## config.mk

```make
export PLATFORM = sky130hd
export DESIGN_NAME = ex_wb_flat
export DESIGN_NICKNAME = d
export VERILOG_FILES = /design/src/rtl/ex_wb_if.sv /design/src/rtl/ex_wb.sv /design/src/flat_wrapper.sv
export SDC_FILE = /design/constraint.sdc
export NUM_CORES = 1
export LEC_CHECK = 0
export CAP_MARGIN = 20
export CORE_MARGIN = 2
export CORE_UTILIZATION = 42
export DETAILED_ROUTE_END_ITERATION = 8
export GPL_TIMING_DRIVEN = 0
export PLACE_DENSITY = 0.86
export SYNTH_ARGS = -nofsm -noshare
export SYNTH_HDL_FRONTEND = slang
export SYNTH_SLANG_ARGS = --single-unit
```

## constraint.sdc

```tcl
create_clock -name clk -period 2.5 [get_ports clk]
set_input_delay 0.5 -clock clk [delete_from_list [all_inputs] [get_ports clk]]
set_output_delay 0.5 -clock clk [all_outputs]
set_load 0.01 [all_outputs]
```

## src/rtl/ex_wb_if.sv

```systemverilog
// EX->WB boundary bundle: EX-stage slot inputs, WB/SR/forwarding/redirect outputs.
interface ex_wb_if;
  logic        stall;
  logic        ex_vld;
  logic [31:0] ex_rslt;
  logic [3:0]  ex_wreg;
  logic        ex_wen;
  logic        ex_tbit, ex_qbit, ex_mbit;
  logic        ex_twen, ex_qwen, ex_mwen;
  logic [31:0] ex_addr;
  logic        ex_br;
  logic        ex_dly;
  logic [3:0]  rd_reg;
  logic        wb_vld;
  logic        wb_wen;
  logic [3:0]  wb_wreg;
  logic [31:0] wb_wdata;
  logic        sr_t, sr_q, sr_m;
  logic        fwd_hit;
  logic [31:0] fwd_data;
  logic        redir;
  logic [31:0] redir_pc;
  logic        squash;

  modport slave (
    input  stall, ex_vld, ex_rslt, ex_wreg, ex_wen,
           ex_tbit, ex_qbit, ex_mbit, ex_twen, ex_qwen, ex_mwen,
           ex_addr, ex_br, ex_dly, rd_reg,
    output wb_vld, wb_wen, wb_wreg, wb_wdata, sr_t, sr_q, sr_m,
           fwd_hit, fwd_data, redir, redir_pc, squash
  );

  modport master (
    output stall, ex_vld, ex_rslt, ex_wreg, ex_wen,
           ex_tbit, ex_qbit, ex_mbit, ex_twen, ex_qwen, ex_mwen,
           ex_addr, ex_br, ex_dly, rd_reg,
    input  wb_vld, wb_wen, wb_wreg, wb_wdata, sr_t, sr_q, sr_m,
           fwd_hit, fwd_data, redir, redir_pc, squash
  );
endinterface

```

## src/rtl/ex_wb.sv

```systemverilog
// EX->WB pipeline register with SR flag update, WB forwarding and the
// branch redirect / delay-slot / squash control FSM.
module ex_wb #(
  parameter int unsigned SQ_DEPTH = 2
) (
  input  logic     clk,
  input  logic     rst,
  ex_wb_if.slave   bus
);

  typedef enum logic [1:0] {RUN, DSLOT, SQ} state_e;

  localparam logic [1:0] SQ_INIT     = 2'(SQ_DEPTH);
  localparam logic [1:0] SQ_AFTER_DS = 2'(SQ_DEPTH - 1);

  state_e      state_q, state_d;
  logic [1:0]  sq_cnt_q, sq_cnt_d;
  logic        wb_vld_q, wb_vld_d;
  logic        wb_wen_q, wb_wen_d;
  logic [3:0]  wb_wreg_q, wb_wreg_d;
  logic [31:0] wb_wdata_q, wb_wdata_d;
  logic        sr_t_q, sr_t_d, sr_q_q, sr_q_d, sr_m_q, sr_m_d;
  logic        redir_q, redir_d;
  logic [31:0] redir_pc_q, redir_pc_d;

  logic take, commit, br_take, squash;

  // A slot "takes" a step whenever it is valid and not stalled; in SQ it is killed instead of committed.
  assign take    = bus.ex_vld & ~bus.stall;
  assign squash  = (state_q == SQ) & bus.ex_vld;
  assign commit  = take & (state_q != SQ);
  assign br_take = commit & (state_q == RUN) & bus.ex_br;

  always_comb begin
    state_d  = state_q;
    sq_cnt_d = sq_cnt_q;
    case (state_q)
      RUN: begin
        if (br_take) begin
          if (bus.ex_dly) begin
            state_d = DSLOT;
          end else begin
            state_d  = SQ;
            sq_cnt_d = SQ_INIT;
          end
        end
      end
      DSLOT: begin
        if (take) begin
          if (SQ_DEPTH == 1) begin
            state_d  = RUN;
            sq_cnt_d = 2'd0;
          end else begin
            state_d  = SQ;
            sq_cnt_d = SQ_AFTER_DS;
          end
        end
      end
      SQ: begin
        if (take) begin
          sq_cnt_d = sq_cnt_q - 2'd1;
          if (sq_cnt_q <= 2'd1) state_d = RUN;
        end
      end
      default: begin
        state_d  = RUN;
        sq_cnt_d = 2'd0;
      end
    endcase
  end

  always_comb begin
    wb_vld_d   = wb_vld_q;
    wb_wen_d   = wb_wen_q;
    wb_wreg_d  = wb_wreg_q;
    wb_wdata_d = wb_wdata_q;
    sr_t_d     = sr_t_q;
    sr_q_d     = sr_q_q;
    sr_m_d     = sr_m_q;
    if (!bus.stall) begin
      wb_vld_d = commit;
      wb_wen_d = commit & bus.ex_wen;
    end
    if (commit) begin
      wb_wreg_d  = bus.ex_wreg;
      wb_wdata_d = bus.ex_rslt;
      // Flag bits are muxed by their enables so undriven values never reach SR.
      if (bus.ex_twen) sr_t_d = bus.ex_tbit;
      if (bus.ex_qwen) sr_q_d = bus.ex_qbit;
      if (bus.ex_mwen) sr_m_d = bus.ex_mbit;
    end
    redir_d    = br_take;
    redir_pc_d = br_take ? bus.ex_addr : redir_pc_q;
  end

  always_ff @(posedge clk or negedge rst) begin
    if (!rst) begin
      state_q    <= RUN;
      sq_cnt_q   <= 2'd0;
      wb_vld_q   <= 1'b0;
      wb_wen_q   <= 1'b0;
      wb_wreg_q  <= 4'd0;
      wb_wdata_q <= 32'd0;
      sr_t_q     <= 1'b0;
      sr_q_q     <= 1'b0;
      sr_m_q     <= 1'b0;
      redir_q    <= 1'b0;
      redir_pc_q <= 32'd0;
    end else begin
      state_q    <= state_d;
      sq_cnt_q   <= sq_cnt_d;
      wb_vld_q   <= wb_vld_d;
      wb_wen_q   <= wb_wen_d;
      wb_wreg_q  <= wb_wreg_d;
      wb_wdata_q <= wb_wdata_d;
      sr_t_q     <= sr_t_d;
      sr_q_q     <= sr_q_d;
      sr_m_q     <= sr_m_d;
      redir_q    <= redir_d;
      redir_pc_q <= redir_pc_d;
    end
  end

  assign bus.wb_vld   = wb_vld_q;
  assign bus.wb_wen   = wb_wen_q & wb_vld_q;
  assign bus.wb_wreg  = wb_wreg_q;
  assign bus.wb_wdata = wb_wdata_q;
  assign bus.sr_t     = sr_t_q;
  assign bus.sr_q     = sr_q_q;
  assign bus.sr_m     = sr_m_q;
  assign bus.fwd_hit  = bus.wb_wen & (wb_wreg_q == bus.rd_reg);
  assign bus.fwd_data = bus.fwd_hit ? wb_wdata_q : 32'd0;
  assign bus.redir    = redir_q;
  assign bus.redir_pc = redir_pc_q;
  assign bus.squash   = squash;

endmodule

```

## src/flat_wrapper.sv

```systemverilog
// flat-port wrapper written by rule: the top's interface ports become plain ports
module ex_wb_flat 
#(
  parameter int unsigned SQ_DEPTH = 2
)
  (clk, rst, bus_stall, bus_ex_vld, bus_ex_rslt, bus_ex_wreg, bus_ex_wen, bus_ex_tbit, bus_ex_qbit, bus_ex_mbit, bus_ex_twen, bus_ex_qwen, bus_ex_mwen, bus_ex_addr, bus_ex_br, bus_ex_dly, bus_rd_reg, bus_wb_vld, bus_wb_wen, bus_wb_wreg, bus_wb_wdata, bus_sr_t, bus_sr_q, bus_sr_m, bus_fwd_hit, bus_fwd_data, bus_redir, bus_redir_pc, bus_squash);
  ex_wb_if bus_i ();
  input  logic clk;
  input  logic rst;
  input wire logic [$bits(bus_i.stall)-1:0] bus_stall;
  input wire logic [$bits(bus_i.ex_vld)-1:0] bus_ex_vld;
  input wire logic [$bits(bus_i.ex_rslt)-1:0] bus_ex_rslt;
  input wire logic [$bits(bus_i.ex_wreg)-1:0] bus_ex_wreg;
  input wire logic [$bits(bus_i.ex_wen)-1:0] bus_ex_wen;
  input wire logic [$bits(bus_i.ex_tbit)-1:0] bus_ex_tbit;
  input wire logic [$bits(bus_i.ex_qbit)-1:0] bus_ex_qbit;
  input wire logic [$bits(bus_i.ex_mbit)-1:0] bus_ex_mbit;
  input wire logic [$bits(bus_i.ex_twen)-1:0] bus_ex_twen;
  input wire logic [$bits(bus_i.ex_qwen)-1:0] bus_ex_qwen;
  input wire logic [$bits(bus_i.ex_mwen)-1:0] bus_ex_mwen;
  input wire logic [$bits(bus_i.ex_addr)-1:0] bus_ex_addr;
  input wire logic [$bits(bus_i.ex_br)-1:0] bus_ex_br;
  input wire logic [$bits(bus_i.ex_dly)-1:0] bus_ex_dly;
  input wire logic [$bits(bus_i.rd_reg)-1:0] bus_rd_reg;
  output wire logic [$bits(bus_i.wb_vld)-1:0] bus_wb_vld;
  output wire logic [$bits(bus_i.wb_wen)-1:0] bus_wb_wen;
  output wire logic [$bits(bus_i.wb_wreg)-1:0] bus_wb_wreg;
  output wire logic [$bits(bus_i.wb_wdata)-1:0] bus_wb_wdata;
  output wire logic [$bits(bus_i.sr_t)-1:0] bus_sr_t;
  output wire logic [$bits(bus_i.sr_q)-1:0] bus_sr_q;
  output wire logic [$bits(bus_i.sr_m)-1:0] bus_sr_m;
  output wire logic [$bits(bus_i.fwd_hit)-1:0] bus_fwd_hit;
  output wire logic [$bits(bus_i.fwd_data)-1:0] bus_fwd_data;
  output wire logic [$bits(bus_i.redir)-1:0] bus_redir;
  output wire logic [$bits(bus_i.redir_pc)-1:0] bus_redir_pc;
  output wire logic [$bits(bus_i.squash)-1:0] bus_squash;
  assign bus_i.stall = bus_stall;
  assign bus_i.ex_vld = bus_ex_vld;
  assign bus_i.ex_rslt = bus_ex_rslt;
  assign bus_i.ex_wreg = bus_ex_wreg;
  assign bus_i.ex_wen = bus_ex_wen;
  assign bus_i.ex_tbit = bus_ex_tbit;
  assign bus_i.ex_qbit = bus_ex_qbit;
  assign bus_i.ex_mbit = bus_ex_mbit;
  assign bus_i.ex_twen = bus_ex_twen;
  assign bus_i.ex_qwen = bus_ex_qwen;
  assign bus_i.ex_mwen = bus_ex_mwen;
  assign bus_i.ex_addr = bus_ex_addr;
  assign bus_i.ex_br = bus_ex_br;
  assign bus_i.ex_dly = bus_ex_dly;
  assign bus_i.rd_reg = bus_rd_reg;
  assign bus_wb_vld = bus_i.wb_vld;
  assign bus_wb_wen = bus_i.wb_wen;
  assign bus_wb_wreg = bus_i.wb_wreg;
  assign bus_wb_wdata = bus_i.wb_wdata;
  assign bus_sr_t = bus_i.sr_t;
  assign bus_sr_q = bus_i.sr_q;
  assign bus_sr_m = bus_i.sr_m;
  assign bus_fwd_hit = bus_i.fwd_hit;
  assign bus_fwd_data = bus_i.fwd_data;
  assign bus_redir = bus_i.redir;
  assign bus_redir_pc = bus_i.redir_pc;
  assign bus_squash = bus_i.squash;
  ex_wb #(.SQ_DEPTH(SQ_DEPTH)) u_core (.clk(clk), .rst(rst), .bus(bus_i));
endmodule
```

Yosys cells after proc, flatten, opt, wreduce, memory -nomap -nowiden --
Index checks and enable logic that the tools add are counted. W data, S select, Z words.
Operators by class: add/subtract/negate cells 1, magnitude comparators 1, equality and inequality tests 9, multiplexer cells 12, bitwise logic cells 9, reductions and logical operators 6
Operators by type and width (count):
- $mux W32 | 1
- $mux W2 | 9
- $pmux W2 S3 | 2
- $and A1 B1 Y1 | 8
- $reduce_and A4 Y1 | 2
- $ne A2 B1 Y1 const B | 3
- $ne A2 B2 Y1 const B | 3
- $reduce_and A2 Y1 | 3
- $eq A4 B4 Y1 | 1
- $eq A2 B1 Y1 const B | 1
- $eq A2 B2 Y1 const B | 1
- $le A2 B1 Y1 const B | 1
- $logic_not A2 Y1 | 1
- $sub A2 B1 Y2 const B | 1
- $not A1 Y1 | 1
Word-level totals: register bits 78, bits of input ports 85, output and inout bits 108, word-level logic and storage cells 49

Depth between registers and ports, before layout --
word-level depth 7, mapped depth 7, depth with buffers taken out 4

Least setup slack after synthesis --
OpenSTA, ideal clock, no wires.
path type input -> output, from input bus_rd_reg[3], to output bus_fwd_data[15], arrival 1308 ps, data required time 2000 ps, path slack 692 ps, stages on the path 4, buffers on the path 1, cells stage by stage xnor2_1 > clkbuf_1 > nand3_1 > nor2_1
Between the ends: word-level cells in the longest chain between the ends 3
RTL lines:
- start: declaration | line flat_wrapper.sv:24 | input wire logic [$bits(bus_i.rd_reg)-1:0] bus_rd_reg;
- $eq A4 B4 Y1 | line ex_wb.sv:131 | assign bus.fwd_hit = bus.wb_wen & (wb_wreg_q == bus.rd_reg);
- $and A1 B1 Y1 | line ex_wb.sv:131
- $mux W32 | line ex_wb.sv:132 | assign bus.fwd_data = bus.fwd_hit ? wb_wdata_q : 32'd0;
- end: declaration | line flat_wrapper.sv:33 | output wire logic [$bits(bus_i.fwd_data)-1:0] bus_fwd_data;
Every way passes these cells.

Worst setup path after layout --
from input bus_rd_reg[0], to output bus_fwd_data[19]
Same word-level chain as after synthesis.

==> results list <==
- Net switching is 31.7% of the power.
- Synthesis inferred 78 register bits.
- Leaving out fill and tap cells, the most frequent cell in the layout is clkdlybuf4s50_1.
* Share of the yosys chip area belonging to registers: 56.3%
* Critical register-to-register path endpoint: u_core.bus.wb_wdata[9]
* Number of sinks handled by clock tree synthesis: 78
* Crit Path Category: in -> out
- In the layout the commonest cells are clkdlybuf4s50_1, dfrtp_1, mux2_2.
- The worst hold path belongs to the class in -> async.
- Combinational share of power: 45.7%
- RSZ-0062 raised after global routing: no
- Netlist cell types: 30
- Die Width: 94.9 um
- Dividing the detail-routed wire length by the instance count gives 17.2 um.
- Each instance of the synthesized netlist takes up on average 12.6 sq um.
- From bottom edge to top edge, the die measures 94.9 um.
- Worst-case clock buffer depth: 2
* Headroom to the max-slew limit: 72.2%
- After detailed placement, the design holds a cell count of 573.
- Iteration count of the initial detailed-routing pass: 4
- Area inside the core boundary: 0.00809 sq mm
- Setup TNS: 0 ps
- Worst IR drop on VDD: 0.000629 V
* Final antenna-violating net count: 0
- For this design the static power due to leakage is 2.59 nW.
* Tcrit/Tclk final: 98.6%
- Total of endpoints with negative setup slack in the final report: 0
- Startpoint of the worst-slack reg-to-reg timing path: u_core.state_q[0]
- The analysis attributes to net switching a power of 1.77 mW.
- Clock tree root buffer cell: clkbuf_8
- For this block, the routed nets add up to 10300 um of wire.
- For this run, the top clock speed supported by timing is 0.406 GHz.
- The total overflow left after global routing is 0.
- At the pin with the least slew margin, the transition time is 418 ps.
- Number of synthesized flops with an enable pin: 0
* Number of standard-cell rows in the floorplan: 33
* Fillers: 577
- Worst EP arrival: 1970 ps
- Number of nets in the final layout: 571
- Clock edge transition at the registers on the reported setup and hold paths: 80 ps
- H-tree Lvls: 3
- In this run the worst path has a maximum fanout of 10.
- Fin Clk Skew: 10.4 ps
- Wire length of the first global-routing pass: 15500 um
* Cell Area, Synth: 0.00347 sq mm
- Once the floorplan was initialized, standard cells occupied 42.9% of the core.
- Number of maximum-capacitance constraint violations: 0
- Count of final max-slew check failures: 0
- Port bufs: 192
- Detailed-route via count: 3000
* Total Die Area: 0.00900 sq mm
- Flop-to-flop setup slack: 810 ps
* CTS tree: built
- The worst register-to-register path has a depth of 7.
- Pin count of the biggest net entering global routing: 50
- In the routed layout, each cell is associated on average with a via count of 5.04.
- Data required, critical path: 2000 ps
* Yosys warnings: 0
* Count of routing violations after the opening detailed-route iteration: 77
- Routability-driven placement finished with a final weighted congestion of 0.773.
- The number of global-route vias before repair came to 3140.
* Shortest period the worst path allows: 2470 ps
- The share of total power dissipated in sequential elements is 37.8%.
- 0 antenna diodes ended up in the layout.
- Post-Synthesis Cells: 275
* Clock latency on the worst-skew pair: 350 ps
- DRC errors left: 0
- Total global routing track utilization: 22.7%
- The most used flip-flop cell after synthesis is dfrtp_1.
- The number of nets handed over by synthesis was 361.
- Critical path endpoint category: output port
- The worst setup path is launched from a primary input.
* Async SR Flop Fraction: 100%
* Inserted Clock Buffers: 9
- During I/O placement, the number of pins put on the boundary was 193.
- Final hold violations: 0
* Post-DP HPWL: 7560 um
- Leaving out filler cells and counting taps, the final layout contains 595.
- Share of power burned in the clock network: 16.5%
* Ratio of cells with drive above 1 in the final layout: 24.3%
- The number of antenna violations at the first check in global routing was 0.
* Area delta synth->final: 69.1%
- The internal power of the cells totals 3.81 mW.
- Run status: complete, no violations
- Areal power density over the cells: 951 mW/mm^2
-- sequential cells by signal, summed over array words and instances (netlist names), 2 cells and up --
register	flops
u_core.bus.redir_pc	32
u_core.state_q	2
u_core.bus.wb_wreg	4
u_core.bus.wb_wdata	32
u_core.sq_cnt_q	2
-- logic make-up (layout without fill, tap and decap cells) --
group           Yosys count  after routing  share of synthesized area [%]
compound gates           15             15                           2.89
xor+xnor                  4              4                           1.01
fa+ha+maj                 1              1                          0.361
buf+inv                  25            240                           4.04
flops                    78             78                           56.3
mux                      69             69                           24.1
simple gates             83             83                           11.3
-- how the worst max path moves through the flow --
stage / slack (ps) / from / to
after global routing: 3 / u_core.bus.wb_vld / bus_fwd_data[10]
after detailed placement: -430 / bus_rd_reg[3] / bus_fwd_data[29]
after CTS: 20 / u_core.bus.wb_wreg[3] / bus_fwd_data[29]
after floorplan: 690 / bus_rd_reg[3] / bus_fwd_data[15]
after global placement: -1830 / rst / u_core.bus.redir_pc[18]
final: 30 / bus_rd_reg[0] / bus_fwd_data[19]
-- layout make-up --
class	count	area, sq um	share of cell area [%]
clock inverters	7	65.1	1.11
clock buffers	9	124	2.11
plain buffers	20	181	3.09
inverters	5	18.8	0.320
flip-flops and latches	78	1950	33.3
repair buffers	199	1960	33.4
well taps	105	131	2.24
multi-input cells	172	1430	24.4
-- through the flow --
| stage | hold slack (ps) | setup slack [ps] | cell area, sq um | util [%] | total power, mW |
|---|---|---|---|---|---|
| floorplan | 204 | 692 | 3470 | - | 3.09 |
| global placement | 487 | -1830 | 5520 | 68.2 | 4.39 |
| detailed placement | 464 | -425 | 5550 | 68.6 | 4.49 |
| CTS | 72.6 | 24.9 | 5850 | 72.3 | 5.60 |
| global route | 90.8 | 3.20 | 5870 | 72.5 | 5.89 |
| finish | 74.8 | 34.1 | 5870 | 72.5 | 5.58 |
-- worst max-delay path, cell delays in order --
cell and delay, ps:
clkdlybuf4s50_1 460, xnor2_2 210, nand3_4 160, clkbuf_8 200, nor2_1 140, dlygate4sd2_1 300
-- routing by layer --
layer | vias to the layer above | global-route usage [%] | share of wire, %
met5 | - | 0 | 0
met4 | 0 | 9.42 | 2.1
met3 | 16 | 8.54 | 10
met2 | 148 | 40.3 | 51
met1 | 1472 | 24.0 | 37
li1 | 1364 | - | -
-- power by group through the flow --
stage | logic, mW | clock network (mW) | registers (mW)
after floorplan | 0.796 | 0 | 2.30
final | 2.55 | 0.921 | 2.11
after global routing | 2.71 | 0.999 | 2.17
after global placement | 2.32 | 0 | 2.08
after CTS | 2.55 | 0.944 | 2.11
after detailed placement | 2.38 | 0 | 2.12
-- cells in the mapped netlist (all sizes together) (2+ instances only) --
library cell | instances | area (sq um)
o21ai | 5 | 25.0
a21o | 2 | 15.0
nor2 | 34 | 128
a22o | 2 | 17.5
nand3 | 37 | 185
buf | 11 | 87.6
clkbuf | 9 | 33.8
inv | 5 | 18.8
nor2b | 2 | 12.5
dfrtp | 78 | 1950
nand2 | 2 | 7.51
xnor2 | 4 | 35.0
mux2 | 69 | 837
and2 | 2 | 15.0
nand2b | 3 | 26.3
nor3 | 2 | 10.0
-- timing repair --
item / CTS / global route
cloned: 3 / 0
endpoints found under the setup margin: 34 / 32
resized for setup: 62 / 3
setup buffers: 2 / 1
hold buffers: 0 / 0
pin swaps: 3 / 1
No activity file was read; power rests on OpenSTA's default activity.
